[config.mk]
export PLATFORM = sky130hd
export DESIGN_NAME = mem_access_unit
export DESIGN_NICKNAME = d
export VERILOG_FILES = /design/src/rtl/mem_access_unit.sv
export SDC_FILE = /design/constraint.sdc
export NUM_CORES = 1
export LEC_CHECK = 0
export CORE_MARGIN = 3
export CORE_UTILIZATION = 40
export CTS_CLUSTER_DIAMETER = 100
export DETAILED_ROUTE_END_ITERATION = 16
export DONT_BUFFER_PORTS = 1
export PLACE_DENSITY = 0.58
export SYNTH_ARGS = -nofsm -noshare
export SYNTH_HDL_FRONTEND = slang
export SYNTH_SLANG_ARGS = --single-unit
[constraint.sdc]
create_clock -name CLK -period 5.84 [get_ports CLK]
set_clock_uncertainty 0.2 [all_clocks]
set_input_delay 0.584 -clock CLK [delete_from_list [all_inputs] [get_ports CLK]]
set_output_delay 0.584 -clock CLK [all_outputs]
set_load 0.01 [all_outputs]
[src/rtl/mem_access_unit.sv]
// Load/store sequencer for a little-endian, 4-byte-wide data memory. Byte and half stores use read-modify-write.
// Latency after the accept edge: load or word store 2 cycles, byte/half store 3, illegal access 1. Req is ignored while Busy.
module mem_access_unit #(
    parameter int MEM_BYTES = 1024
) (
    input  logic        CLK,
    input  logic        RST,
    input  logic        Req,
    input  logic        Store,
    input  logic [1:0]  Size,
    input  logic        Unsigned,
    input  logic [31:0] Addr,
    input  logic [31:0] WrData,
    output logic        Busy,
    output logic        Done,
    output logic        Err,
    output logic [31:0] RdData,
    output logic        MemRW,
    output logic [31:0] MemAddr,
    output logic [31:0] MemWData,
    input  logic [31:0] MemRData
);

    typedef enum logic [1:0] {
        IDLE = 2'd0,
        RD   = 2'd1,
        WR   = 2'd2,
        FIN  = 2'd3
    } state_t;

    state_t      state, state_nx;
    logic [31:0] a_addr;
    logic [15:0] a_wdata;
    logic [1:0]  a_size;
    logic        a_store;
    logic        a_uns;
    logic        err_q;
    logic [31:0] rd_data_q;
    logic [31:0] wdata_q;

    logic [2:0]  nbytes;
    logic [32:0] end_addr;
    logic        illegal;
    logic [31:0] ld_val;
    logic [31:0] merged;

    // The end address is computed one bit wider so addresses near 2^32 cannot wrap into range.
    always_comb begin
        case (Size)
            2'b00:   nbytes = 3'd1;
            2'b01:   nbytes = 3'd2;
            default: nbytes = 3'd4;
        endcase
        end_addr = {1'b0, Addr} + {30'd0, nbytes};
        illegal  = (Size == 2'b11)
                || (Size == 2'b01 && Addr[0])
                || (Size == 2'b10 && Addr[1:0] != 2'b00)
                || (end_addr > 33'(MEM_BYTES));
    end

    always_comb begin
        case (a_size)
            2'b00:   ld_val = a_uns ? {24'd0, MemRData[7:0]}
                                    : {{24{MemRData[7]}}, MemRData[7:0]};
            2'b01:   ld_val = a_uns ? {16'd0, MemRData[15:0]}
                                    : {{16{MemRData[15]}}, MemRData[15:0]};
            default: ld_val = MemRData;
        endcase
        if (a_size == 2'b00)
            merged = {MemRData[31:8], a_wdata[7:0]};
        else
            merged = {MemRData[31:16], a_wdata[15:0]};
    end

    always_comb begin
        state_nx = state;
        case (state)
            IDLE: begin
                if (Req) begin
                    if (illegal)
                        state_nx = FIN;
                    else if (Store && Size == 2'b10)
                        state_nx = WR;
                    else
                        state_nx = RD;
                end
            end
            RD:      state_nx = a_store ? WR : FIN;
            WR:      state_nx = FIN;
            default: state_nx = IDLE;
        endcase
    end

    always_ff @(posedge CLK) begin
        if (RST) begin
            state     <= IDLE;
            a_addr    <= 32'd0;
            a_wdata   <= 16'd0;
            a_size    <= 2'b00;
            a_store   <= 1'b0;
            a_uns     <= 1'b0;
            err_q     <= 1'b0;
            rd_data_q <= 32'd0;
            wdata_q   <= 32'd0;
        end else begin
            state <= state_nx;
            case (state)
                IDLE: begin
                    if (Req) begin
                        a_addr  <= Addr;
                        a_wdata <= WrData[15:0];
                        a_size  <= Size;
                        a_store <= Store;
                        a_uns   <= Unsigned;
                        err_q   <= illegal;
                        if (!illegal && Store && Size == 2'b10)
                            wdata_q <= WrData;
                    end
                end
                RD: begin
                    if (a_store)
                        wdata_q <= merged;
                    else
                        rd_data_q <= ld_val;
                end
                default: ;
            endcase
        end
    end

    assign Busy     = (state != IDLE);
    assign Done     = (state == FIN);
    assign MemRW    = (state == WR);
    assign Err      = err_q;
    assign RdData   = rd_data_q;
    assign MemAddr  = a_addr;
    assign MemWData = wdata_q;

endmodule

======== After elaboration in Yosys (flattened, before gate mapping) ========
Index checks and enable logic that the tools add are counted.
storage, ports and cells
  output and inout port bits .............. 100
  word-level logic and storage cells ...... 54
  input bits .............................. 103
  register bits ........................... 119
cells by class
  bitwise operators ....................... 1
  magnitude comparators ................... 1
  eq/ne operators ......................... 10
  add/subtract/negate cells ............... 1
  reductions and logical operators ........ 18
  mux-type cells .......................... 14
operator list
  operator                                              count
  2-to-1 mux 32 bit                                     5
  case mux 32 bit (2 select lines)                      2
  adder 32 x 3 -> 33 bit                                1
  > comparator 33 x 11 -> 1 bit, second input constant  1
  2-to-1 mux 16 bit                                     1
  == test 2 bit, second input constant                  4
  == test 2 x 1 -> 1 bit, second input constant         3
  zero test 2 bit                                       3
  2-to-1 mux 2 bit                                      3
  != test 2 bit, second input constant                  3
  case mux 2 bit (3 select lines)                       1
  case mux 3 bit (2 select lines)                       1
  nonzero test 2 bit                                    3
  logical AND 1 bit                                     5
  AND reduction 2 bit                                   2
  AND reduction 4 bit                                   1
  logical OR 1 bit                                      3
  zero test 1 bit                                       1
  2-to-1 mux 1 bit                                      1
  NOT 1 bit                                             1

======== Longest topological paths before layout ========
Gate-level depths: netlist of the first run.
  depth in word-level cells ............... 11
  depth in mapped cells ................... 15
  mapped depth without buffers ............ 12

======== Worst setup path after synthesis of the first run ========
OpenSTA, ideal clock, no wires.
  kind .................................... input-to-reg
  from .................................... input Size[1]
  to ...................................... register wdata_q[16] (netlist: MemWData[16])
  stages on the path ...................... 15
  setup slack ............................. 2240 ps
  arrival time ............................ 3312 ps
  setup time .............................. 88 ps
  buffers on the path ..................... 3
  data required time ...................... 5552 ps
  cells stage by stage .................... nor2_1 > ha_1 > fa_1 > a21o_1 > and4_1 > clkbuf_1 > a311oi_1 > o21ai_1 > nor4_1 > nand4_2 > o31ai_4 > buf_6 > buf_12 > a21oi_2 > a311oi_2
between the ends
  cells in the longest elaborated chain, start to end .. 10
  elaborated cells between the ends (all ways) .. 17
  classes of those cells .................. 1 x add/sub; 1 x order compare; 4 x eq/ne; 1 x mux; 10 x reduce/logical
ends and longest elaborated chain
  item                                                                         RTL line  text
  from (decl)                                                                  10        input logic [1:0] Size,
  == test 2 x 1 -> 1 bit / zero test 2 bit (equally long branches)             49, 56
  case mux 3 bit (2 select lines) / logical AND 1 bit (equally long branches)  49, 56
  adder 32 x 3 -> 33 bit / logical OR 1 bit (equally long branches)            54, 56
  > comparator 33 x 11 -> 1 bit / logical OR 1 bit (equally long branches)     58, 57
  logical OR 1 bit                                                             58        || (end_addr > 33'(MEM_BYTES));
  zero test 1 bit                                                              116       if (!illegal && Store && Size == 2'b10)
  logical AND 1 bit                                                            116
  logical AND 1 bit *                                                          116
  != test 2 bit (no source line) *                                             -
  AND reduction 4 bit (no source line) *                                       -
  to (signal assigned)                                                         117       wdata_q <= WrData;
  to (signal assigned)                                                         122       wdata_q <= merged;
  to (decl)                                                                    39        logic [31:0] wdata_q;
Every way passes the cells marked *; elsewhere a longest branch is shown, timed or not.
A chain may end at the register's enable or synchronous reset.

======== Final worst setup path of the first run ========
  from .................................... input Size[1]
  to ...................................... register wdata_q[6] (netlist: MemWData[6])
The elaborated chain is that of the path after synthesis.

==> results of run 1 <==
[power groups by stage]
| stage | sequential, µW | combinational (µW) | clock (µW) |
|---|---|---|---|
| CTS | 1390 | 1190 | 1190 |
| finish | 1390 | 1190 | 1170 |
| detailed placement | 1410 | 1180 | 0 |
| floorplan | 1330 | 1040 | 0 |
| global route | 1420 | 1340 | 1220 |
| global placement | 1400 | 1140 | 0 |
[cells by family after synthesis]
group,after synthesis,share of synthesized area [%]
xor+xnor,9,1.380
flops,119,41.70
mux,29,5.103
compound gates,190,21.77
buf+inv,63,4.818
fa+ha+maj,8,1.883
simple gates,295,23.35
[through the flow]
stage	total power, µW	worst slack, ns	instances	hold WS, ns
finish	3753	2.101	872	0.04702
global placement	2544	1.830	840	0.2361
floorplan	2374	2.240	713	0.2360
CTS	3767	2.165	872	0.02617
global route	3981	1.674	872	0.02831
detailed placement	2594	1.737	840	0.2410
[routing by layer]
layer	vias up	share of wire [%]	GRT usage, %
met5	-	0	0
met4	0	2.0	7.015
met3	28	11	8.800
met2	233	48	33.48
met1	2336	40	23.98
li1	2459	-	-
[cell usage after synthesis, types with 3 or more instances]
cell / count
nand2_1: 148
dfxtp_1: 119
a21oi_1: 108
nor2_1: 52
clkbuf_1: 46
nor3_1: 32
mux2i_1: 28
a311oi_1: 15
nand3_1: 15
o21ai_0: 12
a21oi_2: 10
a311oi_2: 10
a31oi_1: 10
nand4_1: 9
and2_1: 8
ha_1: 7
inv_1: 6
xnor2_1: 6
and4_1: 5
buf_2: 5
and3_1: 4
nor4_1: 4
a211oi_1: 3
a21boi_0: 3
nor2b_1: 3
o31ai_1: 3
xor2_1: 3
[critical path: stages]
cell and delay (ns):
nor2_1 0.03, ha_1 0.19, fa_1 0.40, a21o_1 0.23, and2_1 0.20, o21ai_0 0.17, a41oi_1 0.16, nor4_1 0.37
nand4_2 0.24, o31ai_4 0.25, buf_4 0.57, a21oi_1 0.16, a311oi_1 0.26
[final timing paths]
check                   from     endpoint  slack [ns]  depth (start not counted)
hold / removal           RST  MemAddr[26]        0.05                          1
setup / recovery     Size[1]  MemWData[6]        2.10                         13
setup reg to reg    state[1]   RdData[30]        2.61                          8
hold reg to reg   a_wdata[3]   a_wdata[3]        0.25                          2
[area by class of cell]
class / instances / share of cell area (%)
multi-input combinational: 531 / 48.12
sequential: 119 / 37.23
clock buffer: 18 / 6.864
inverter: 6 / 0.3520
clock inverter: 14 / 3.442
tap: 180 / 3.520
timing repair buffer: 4 / 0.4693
[placed cells by master (no fill, tap or decap), types with 4 or more instances in the layout]
master / n
nor3_1: 32
o21ai_0: 12
a21oi_1: 108
dfxtp_1: 119
and2_1: 7
a21oi_2: 10
and4_1: 5
a31oi_1: 10
nand2_1: 147
and3_1: 4
buf_4: 4
nand3_1: 15
nor4_1: 4
ha_1: 6
xnor2_1: 6
mux2i_1: 28
nor2_1: 51
nand4_1: 9
a311oi_1: 15
inv_1: 6
clkinv_4: 4
bufinv_16: 5
clkbuf_16: 17
a311oi_2: 10
[flip-flops by register name (all words and copies together) (netlist names), 2 cells and up]
| signal | flops |
|---|---|
| RdData | 32 |
| MemWData | 32 |
| a_size | 2 |
| MemAddr | 32 |
| a_wdata | 16 |
| state | 2 |
==> run_results.csv, run 1 <==
group,metric,value,unit
setup_path,crit_arrival,3.86,ns
timing,period_needed,3.739,ns
outcome,status,"finished clean",
logic_synthesis,yosys_most_used_dff,"dfxtp_1",
hold_path,hold_path.class,"in -> reg",
pwr,combPwrFrac,31.8,%
placement,hpwl,11610,µm
routing,drc,0,
timing,rsz0062_at_grt,"false",
logic_synthesis,synth_edf_count,0,
placement,io_buffers,0,
timing,finalCritPeriodShare,64.03,%
logic_synthesis,netlist_instances,713,
pwr,switchingPower,1485,µW
die,initial_core_util,41.00,%
clock_network,clk_path_buf_depth,2,
cells_and_area,antenna_cells,0,
logic_synthesis,syn_area,5713,µm²
logic_synthesis,avgSynthCellArea,8.013,µm²
setup_path,critPathMaxFanout,56,
logic_synthesis,synthArstFlopShare,0,%
timing,setup_violations,0,
routing,via_per_inst,5.798,
cells_and_area,regArea,2382,µm²
cells_and_area,final_area,6399,µm²
job,maxCapViolCount,0,
setup_path,worstSetupPathType,"in -> reg",
clock_network,clock_latency,0.41,ns
clock_network,clkTransAtPathRegs,0.06,ns
pwr,peakVddDrop,0.0002561,V
logic_synthesis,yosysSeqAreaShare,41.70,%
cells_and_area,utilization,45.92,%
timing,tightestPinTransition,1.179,ns
cells_and_area,drive_gt1_share,9.971,%
logic_synthesis,netlist_top_cells_area,"dfxtp_1, nand2_1, a21oi_1",
clock_network,cts_resized,0,
logic_synthesis,synth_warnings,0,
clock_network,cts-root-buf,"clkbuf_16",
timing,fmax,267.4,MHz
pwr,leakage,0.002284,µW
setup_path,end_kind,"flop",
pwr,p_per_area,586.5,nW/µm²
die,fp.dieW,125.5,µm
setup_path,crit_path_start_kind,"primary input",
timing,slew_violations,0,
global_route,grt_usage,20.43,%
clock_network,cts_tree,"done",
clock_network,cts_setup_buffers,0,
pwr,switching_share,39.58,%
placement,dpl_cell_area,5739,µm²
global_route,overflow,0,
timing,finalHoldViolations,0,
global_route,grt_max_degree,120,
die,die_area,15750,µm²
logic_synthesis,yosysTopAreaCell,"dfxtp_1",
die,core.rowCount,43,
global_route,grt_pass1_vias,4860,
cells_and_area,area_delta_synth_final,12.00,%
pwr,intPower,2268,µW
setup_path,worstPathRequired,5.96,ns
global_route,grt_antenna_before_repair,0,
timing,relSlewSlack,21.27,%
routing,drt-pass1-iter-count,5,
cells_and_area,nets,790,
clock_network,cts.sinks,119,
pwr,pwr-share-clk,31.2,%
logic_synthesis,ys_types,58,
die,ios,203,
routing,wl_per_cell,18.91,µm
logic_synthesis,synth_seq_cells,119,
routing,drtIter0Drc,380,
pwr,seq_power_share,37.0,%
routing,postRouteWirelength,16490,µm
logic_synthesis,synth.net_count,824,
cells_and_area,fillerInstances,1345,
die,die_h,125.5,µm
clock_network,cts_made_buffers,17,
cells_and_area,multi_input_area,3079,µm²
global_route,grt_pass1_wl,26060,µm
clock_network,cts.htree.levels,4,
routing,vias,5056,
clock_network,ctsHoldBuffers,0,
timing,setup_tns,0,ns
die,design.core.area,13930,µm²
routing,ant_nets,0,
placement,place_congestion,0.9100,
logic_synthesis,synth.top_cell.area_share,41.70,%
Note: power is estimated with default switching activity, not from simulation.
==> run 2, diff against run 1 <==
- clock period: 5.84 -> 3.7 ns (I/O delays scaled with it)
==> run 2 against run 1 <==
  * Final cell count rose by 9.9%
  * Flip-flop and latch count did not move
  * Final area rose by 13%
  * Via count rose by 8.7%
  * Sequential share of layout area fell by 4.4 points
  * Global-route usage rose by 2.2 points
==> run_results.csv, run 2 (synthesis results as in run 1) <==
group,metric,value,unit
outcome,status,"finished clean",
placement,io_buffers,0,
pwr,p_per_area,826.0,nW/µm²
placement,dpl_cell_area,5774,µm²
timing,period_needed,3.306,ns
clock_network,cts_made_buffers,17,
clock_network,cts.sinks,119,
clock_network,clkTransAtPathRegs,0.06,ns
die,ios,203,
setup_path,crit_arrival,3.42,ns
timing,tightestPinTransition,1.099,ns
cells_and_area,regArea,2382,µm²
timing,finalCritPeriodShare,89.36,%
pwr,switchingPower,2419,µW
pwr,combPwrFrac,34.3,%
routing,vias,5494,
cells_and_area,antenna_cells,0,
routing,drt-pass1-iter-count,5,
global_route,grt_pass1_wl,28810,µm
timing,setup_tns,0,ns
die,die_area,15750,µm²
die,initial_core_util,41.00,%
routing,via_per_inst,5.735,
global_route,grt_pass1_vias,5434,
cells_and_area,drive_gt1_share,9.383,%
clock_network,cts_resized,0,
clock_network,cts.htree.levels,4,
clock_network,clk_path_buf_depth,2,
setup_path,worst-path-buf-inv,1,
pwr,leakage,0.002645,µW
timing,slew_violations,0,
setup_path,end_kind,"flop",
cells_and_area,fillerInstances,1252,
hold_path,hold_path_depth,2,
setup_path,rr_startpoint,"state[0]",
cells_and_area,fin_cells,958,
timing,finalHoldViolations,0,
cells_and_area,utilization,52.01,%
global_route,overflow,0,
hold_path,min_from,"MemRData[18]",
cells_and_area,final_area,7247,µm²
routing,postRouteWirelength,17940,µm
pwr,seq_power_share,36.7,%
global_route,grt_antenna_before_repair,0,
placement,dpl.cell_count,843,
die,fp.dieW,125.5,µm
setup_path,crit_path_max_incr_delay,0.40,ns
setup_path,reg2reg_depth,7,
routing,ant_nets,0,
clock_network,clock_latency,0.41,ns
die,core.rowCount,43,
timing,setup_violations,0,
timing,relSlewSlack,26.62,%
job,maxCapViolCount,0,
routing,drtIter0Drc,464,
timing,rsz0062_at_grt,"false",
routing,drc,0,
pwr,intPower,3567,µW
cells_and_area,layout_common_cells,"nand2_1, dfxtp_1, a21oi_1",
cells_and_area,multi_input_area,3079,µm²
setup_path,crit_path_start_kind,"primary input",
routing,wl_per_cell,18.73,µm
die,die_h,125.5,µm
global_route,grt_max_degree,120,
setup_path,crit_family,"compound AO/OA/AOI/OAI gates",
die,design.core.area,13930,µm²
pwr,pwr-share-clk,29.0,%
hold_path,holdPathEnd,"RdData[18]",
setup_path,r2r_end,"a_size[0]",
pwr,power,5986,µW
hold_path,hold_path.class,"in -> reg",
clock_network,cts_tree,"done",
setup_path,path_depth,13,
setup_path,worstSetupPathType,"in -> reg",
placement,place_congestion,0.8677,
cells_and_area,nets,876,
pwr,peakVddDrop,0.0004175,V
timing,fmax,302.4,MHz
setup_path,cp_slowest_cell,"fa_1",
setup_path,rrSetupSlack,0.82,ns
placement,hpwl,12160,µm
clock_network,cts-root-buf,"clkbuf_16",
global_route,grt_usage,22.59,%
pwr,switching_share,40.42,%
cells_and_area,area_delta_synth_final,26.85,%
cells_and_area,layout_commonest_cell,"nand2_1",
setup_path,critPathMaxFanout,56,
setup_path,worstPathRequired,3.81,ns
setup_path,path_cells,"nor2_1 -> ha_1 -> fa_1 -> a21o_1 -> and2_1 -> o21ai_0 -> a41oi_1 -> nor4_1 -> nand4_2 -> o31ai_4 -> buf_12 -> a21oi_1 -> a311oi_1",
-- run 2: cell count changes in the layout (fill, tap and decap cells not counted), sizes merged --
cell         delta
bufinv          -2
buf             +4
clkinv          +1
clkbuf          +1
dlygate4sd3    +82
-- run 2: area by class of cell --
type,count,share of cell area [%]
multi-input combinational,531,42.49
sequential,119,32.87
timing repair buffer,90,12.60
inverter,6,0.3108
clock inverter,13,2.365
clock buffer,19,6.250
tap,180,3.108
-- run 2: metrics by stage --
| stage | setup WS [ns] | hold WS (ns) |
|---|---|---|
| final | 0.3936 | 0.01720 |
| after global routing | 0.1943 | 0.01449 |
| after CTS | 0.4330 | 0.0004181 |
| after detailed placement | 0.01667 | 0.2404 |
| after global placement | 0.1394 | 0.2360 |
| after floorplan | 0.3138 | 0.2360 |
-- run 2: power by group through the flow --
stage	Sequential (µW)	Clock, µW	Combinational [µW]
global route	2250	1820	2290
global placement	2220	0	1860
CTS	2200	1760	2050
detailed placement	2230	0	1940
floorplan	2100	0	1650
finish	2200	1730	2050
-- run 2: worst max-delay path by stage --
| stage | start | to |
|---|---|---|
| finish | Size[1] | MemWData[28] |
| global route | Size[1] | MemWData[28] |
| CTS | Size[1] | MemWData[28] |
| detailed placement | Size[1] | MemWData[28] |
| global placement | Size[1] | MemWData[28] |
| floorplan | Size[1] | MemWData[16] |
-- run 2: worst reg2reg max path, stage by stage, from the launching register on --
cell,delay (ns)
dfxtp_1,0.34
inv_1,0.10
ha_1,0.39
and2_2,0.68
buf_4,0.37
nand2_1,0.08
a21oi_1,0.12
dlygate4sd3_1,0.56
-- run 2: routing by layer --
metal / part of all wire (%) / vias up / GRT usage [%] / wire length [µm]
met4: 2.6 / 0 / 8.737 / 471
met5: 0 / - / 0 / 0
met1: 40 / 2567 / 26.52 / 7233
met3: 9.4 / 34 / 9.184 / 1694
li1: - / 2629 / - / -
met2: 48 / 264 / 36.94 / 8540
-- run 2: repair_timing --
item / 4_1_cts / 5_1_grt
hold endpoints to repair: 119 / 0
setup endpoints to repair: 0 / 0
hold buffers: 83 / 0
setup buffers: 0 / 0
==> run 3, diff against run 2 <==
- CORE_UTILIZATION: 40 -> 31
- PLACE_DENSITY: 0.58 -> 0.49
==> run 3 against run 2 <==
  * Final area increased by 0.81%
  * Count of clock-buffer cells in the layout decreased by 2
  * Via count decreased by 1.5%
  * Largest cell class unchanged
==> run_results.csv, run 3 (synthesis results as in run 1) <==
group,metric,value,unit
outcome,status,"finished clean",
routing,postRouteWirelength,18410,µm
cells_and_area,layout_commonest_cell,"nand2_1",
routing,drc,0,
clock_network,clock_latency,0.42,ns
timing,fmax,305.8,MHz
timing,finalHoldViolations,0,
setup_path,crit_path_start_kind,"primary input",
timing,setup_tns,0,ns
setup_path,rrSetupSlack,0.74,ns
setup_path,path_cells,"nor2b_1 -> ha_1 -> a211oi_1 -> or2_1 -> buf_4 -> nor3_1 -> o31ai_1 -> and3_1 -> nand4_2 -> o31ai_4 -> buf_12 -> a21oi_1 -> a311oi_1",
die,ios,203,
clock_network,cts_setup_buffers,0,
clock_network,cts.htree.levels,4,
die,core.rowCount,49,
job,maxCapViolCount,0,
die,design.core.area,18020,µm²
global_route,grt_antenna_before_repair,0,
setup_path,cp_slowest_cell,"a211oi_1",
clock_network,cts-root-buf,"clkbuf_16",
placement,io_buffers,0,
hold_path,hold_path.class,"in -> reg",
pwr,leakage,0.002635,µW
routing,via_per_inst,5.357,
routing,ant_nets,0,
pwr,peakVddDrop,0.0004850,V
clock_network,cts.sinks,119,
clock_network,cts_tree,"done",
cells_and_area,drive_gt1_share,9.475,%
cells_and_area,nets,879,
cells_and_area,area_delta_synth_final,27.88,%
setup_path,worstPathRequired,3.82,ns
setup_path,reg2reg_depth,7,
global_route,grt_pass1_vias,5236,
placement,place_congestion,0.8682,
timing,slew_violations,0,
cells_and_area,fillerInstances,1789,
timing,rsz0062_at_grt,"false",
global_route,overflow,0,
clock_network,cts_resized,0,
hold_path,hold_path_depth,2,
clock_network,clkTransAtPathRegs,0.06,ns
timing,relSlewSlack,21.55,%
pwr,power,5918,µW
setup_path,critPathMaxFanout,48,
clock_network,ctsHoldBuffers,85,
cells_and_area,antenna_cells,0,
cells_and_area,layout_common_cells,"nand2_1, dfxtp_1, a21oi_1",
timing,finalCritPeriodShare,88.37,%
timing,tightestPinTransition,1.175,ns
die,fp.dieW,141.8,µm
routing,wl_per_cell,18.23,µm
pwr,p_per_area,810.0,nW/µm²
timing,setup_violations,0,
clock_network,cts_made_buffers,17,
routing,drt-pass1-iter-count,5,
setup_path,crit_arrival,3.39,ns
timing,period_needed,3.270,ns
die,die_area,20090,µm²
placement,hpwl,12560,µm
setup_path,worstSetupPathType,"in -> reg",
setup_path,crit_path_max_incr_delay,0.44,ns
die,initial_core_util,31.70,%
global_route,grt_pass1_wl,28250,µm
setup_path,end_kind,"flop",
global_route,grt_usage,17.85,%
routing,drtIter0Drc,324,
die,die_h,141.8,µm
clock_network,clk_path_buf_depth,2,
routing,vias,5411,
global_route,grt_max_degree,120,
## run 3: cell types whose count changed in the layout (fill, tap and decap cells not counted)
cell and change:
dlygate4sd3_1 +2, clkinv_4 -1, bufinv_16 -1, clkbuf_8 -2
buf_4 +1, inv_6 +3, clkinvlp_4 +2, clkinv_2 -1
## run 3: power by group
| group | total, µW | internal [µW] | switching, µW |
|---|---|---|---|
| Combinational | 2040 | 752 | 1290 |
| Clock | 1670 | 1000 | 663 |
| Sequential | 2210 | 1710 | 501 |
## run 3: cell type report
class                   count  area [µm²]  share of cell area, %
clock buffers              17       425.4                  5.823
repair buffers             93       940.9                  12.88
multi-input cells         531        3079                  42.15
inverters                   6       22.52                 0.3083
flip-flops and latches    119        2382                  32.61
clock inverters            15       168.9                  2.312
well taps                 229       286.5                  3.922
## run 3: critical path, delay by kind of cell
| family | cells | cell delay, ns |
|---|---|---|
| AO/OA/AOI/OAI | 5 | 1.40 |
| buffers and inverters | 2 | 0.43 |
| adder cells (fa/ha/maj) | 1 | 0.27 |
| AND/OR/NAND/NOR | 5 | 0.89 |
## run 3: final timing paths
path,startpoint,to
max,Size[0],MemWData[26]
min reg2reg,a_wdata[2],a_wdata[2]
max reg2reg,state[1],MemAddr[31]
min,WrData[5],MemWData[5]
## run 3: through the flow
| stage | instances | hold slack [ns] | area (µm²) | utilization (%) | setup slack, ns |
|---|---|---|---|---|---|
| 2_1_floorplan | 713 | 0.2360 | 5713 | - | 0.3138 |
| 3_3_place_gp | 893 | 0.2368 | 5843 | 32.42 | 0.1233 |
| 3_5_place_dp | 893 | 0.2420 | 5843 | 32.42 | -0.001220 |
| 4_1_cts | 1010 | 0.004154 | 7306 | 40.53 | 0.4403 |
| 5_1_grt | 1010 | 0.02903 | 7306 | 40.53 | 0.07405 |
| 6_report | 1010 | 0.01896 | 7306 | 40.53 | 0.4304 |
## run 3: metal layers
layer	GRT usage [%]	up-vias	wire (µm)
li1	-	2628	-
met1	20.96	2523	7366
met5	0	-	0
met3	6.673	32	1720
met4	7.172	0	389
met2	29.46	228	8932
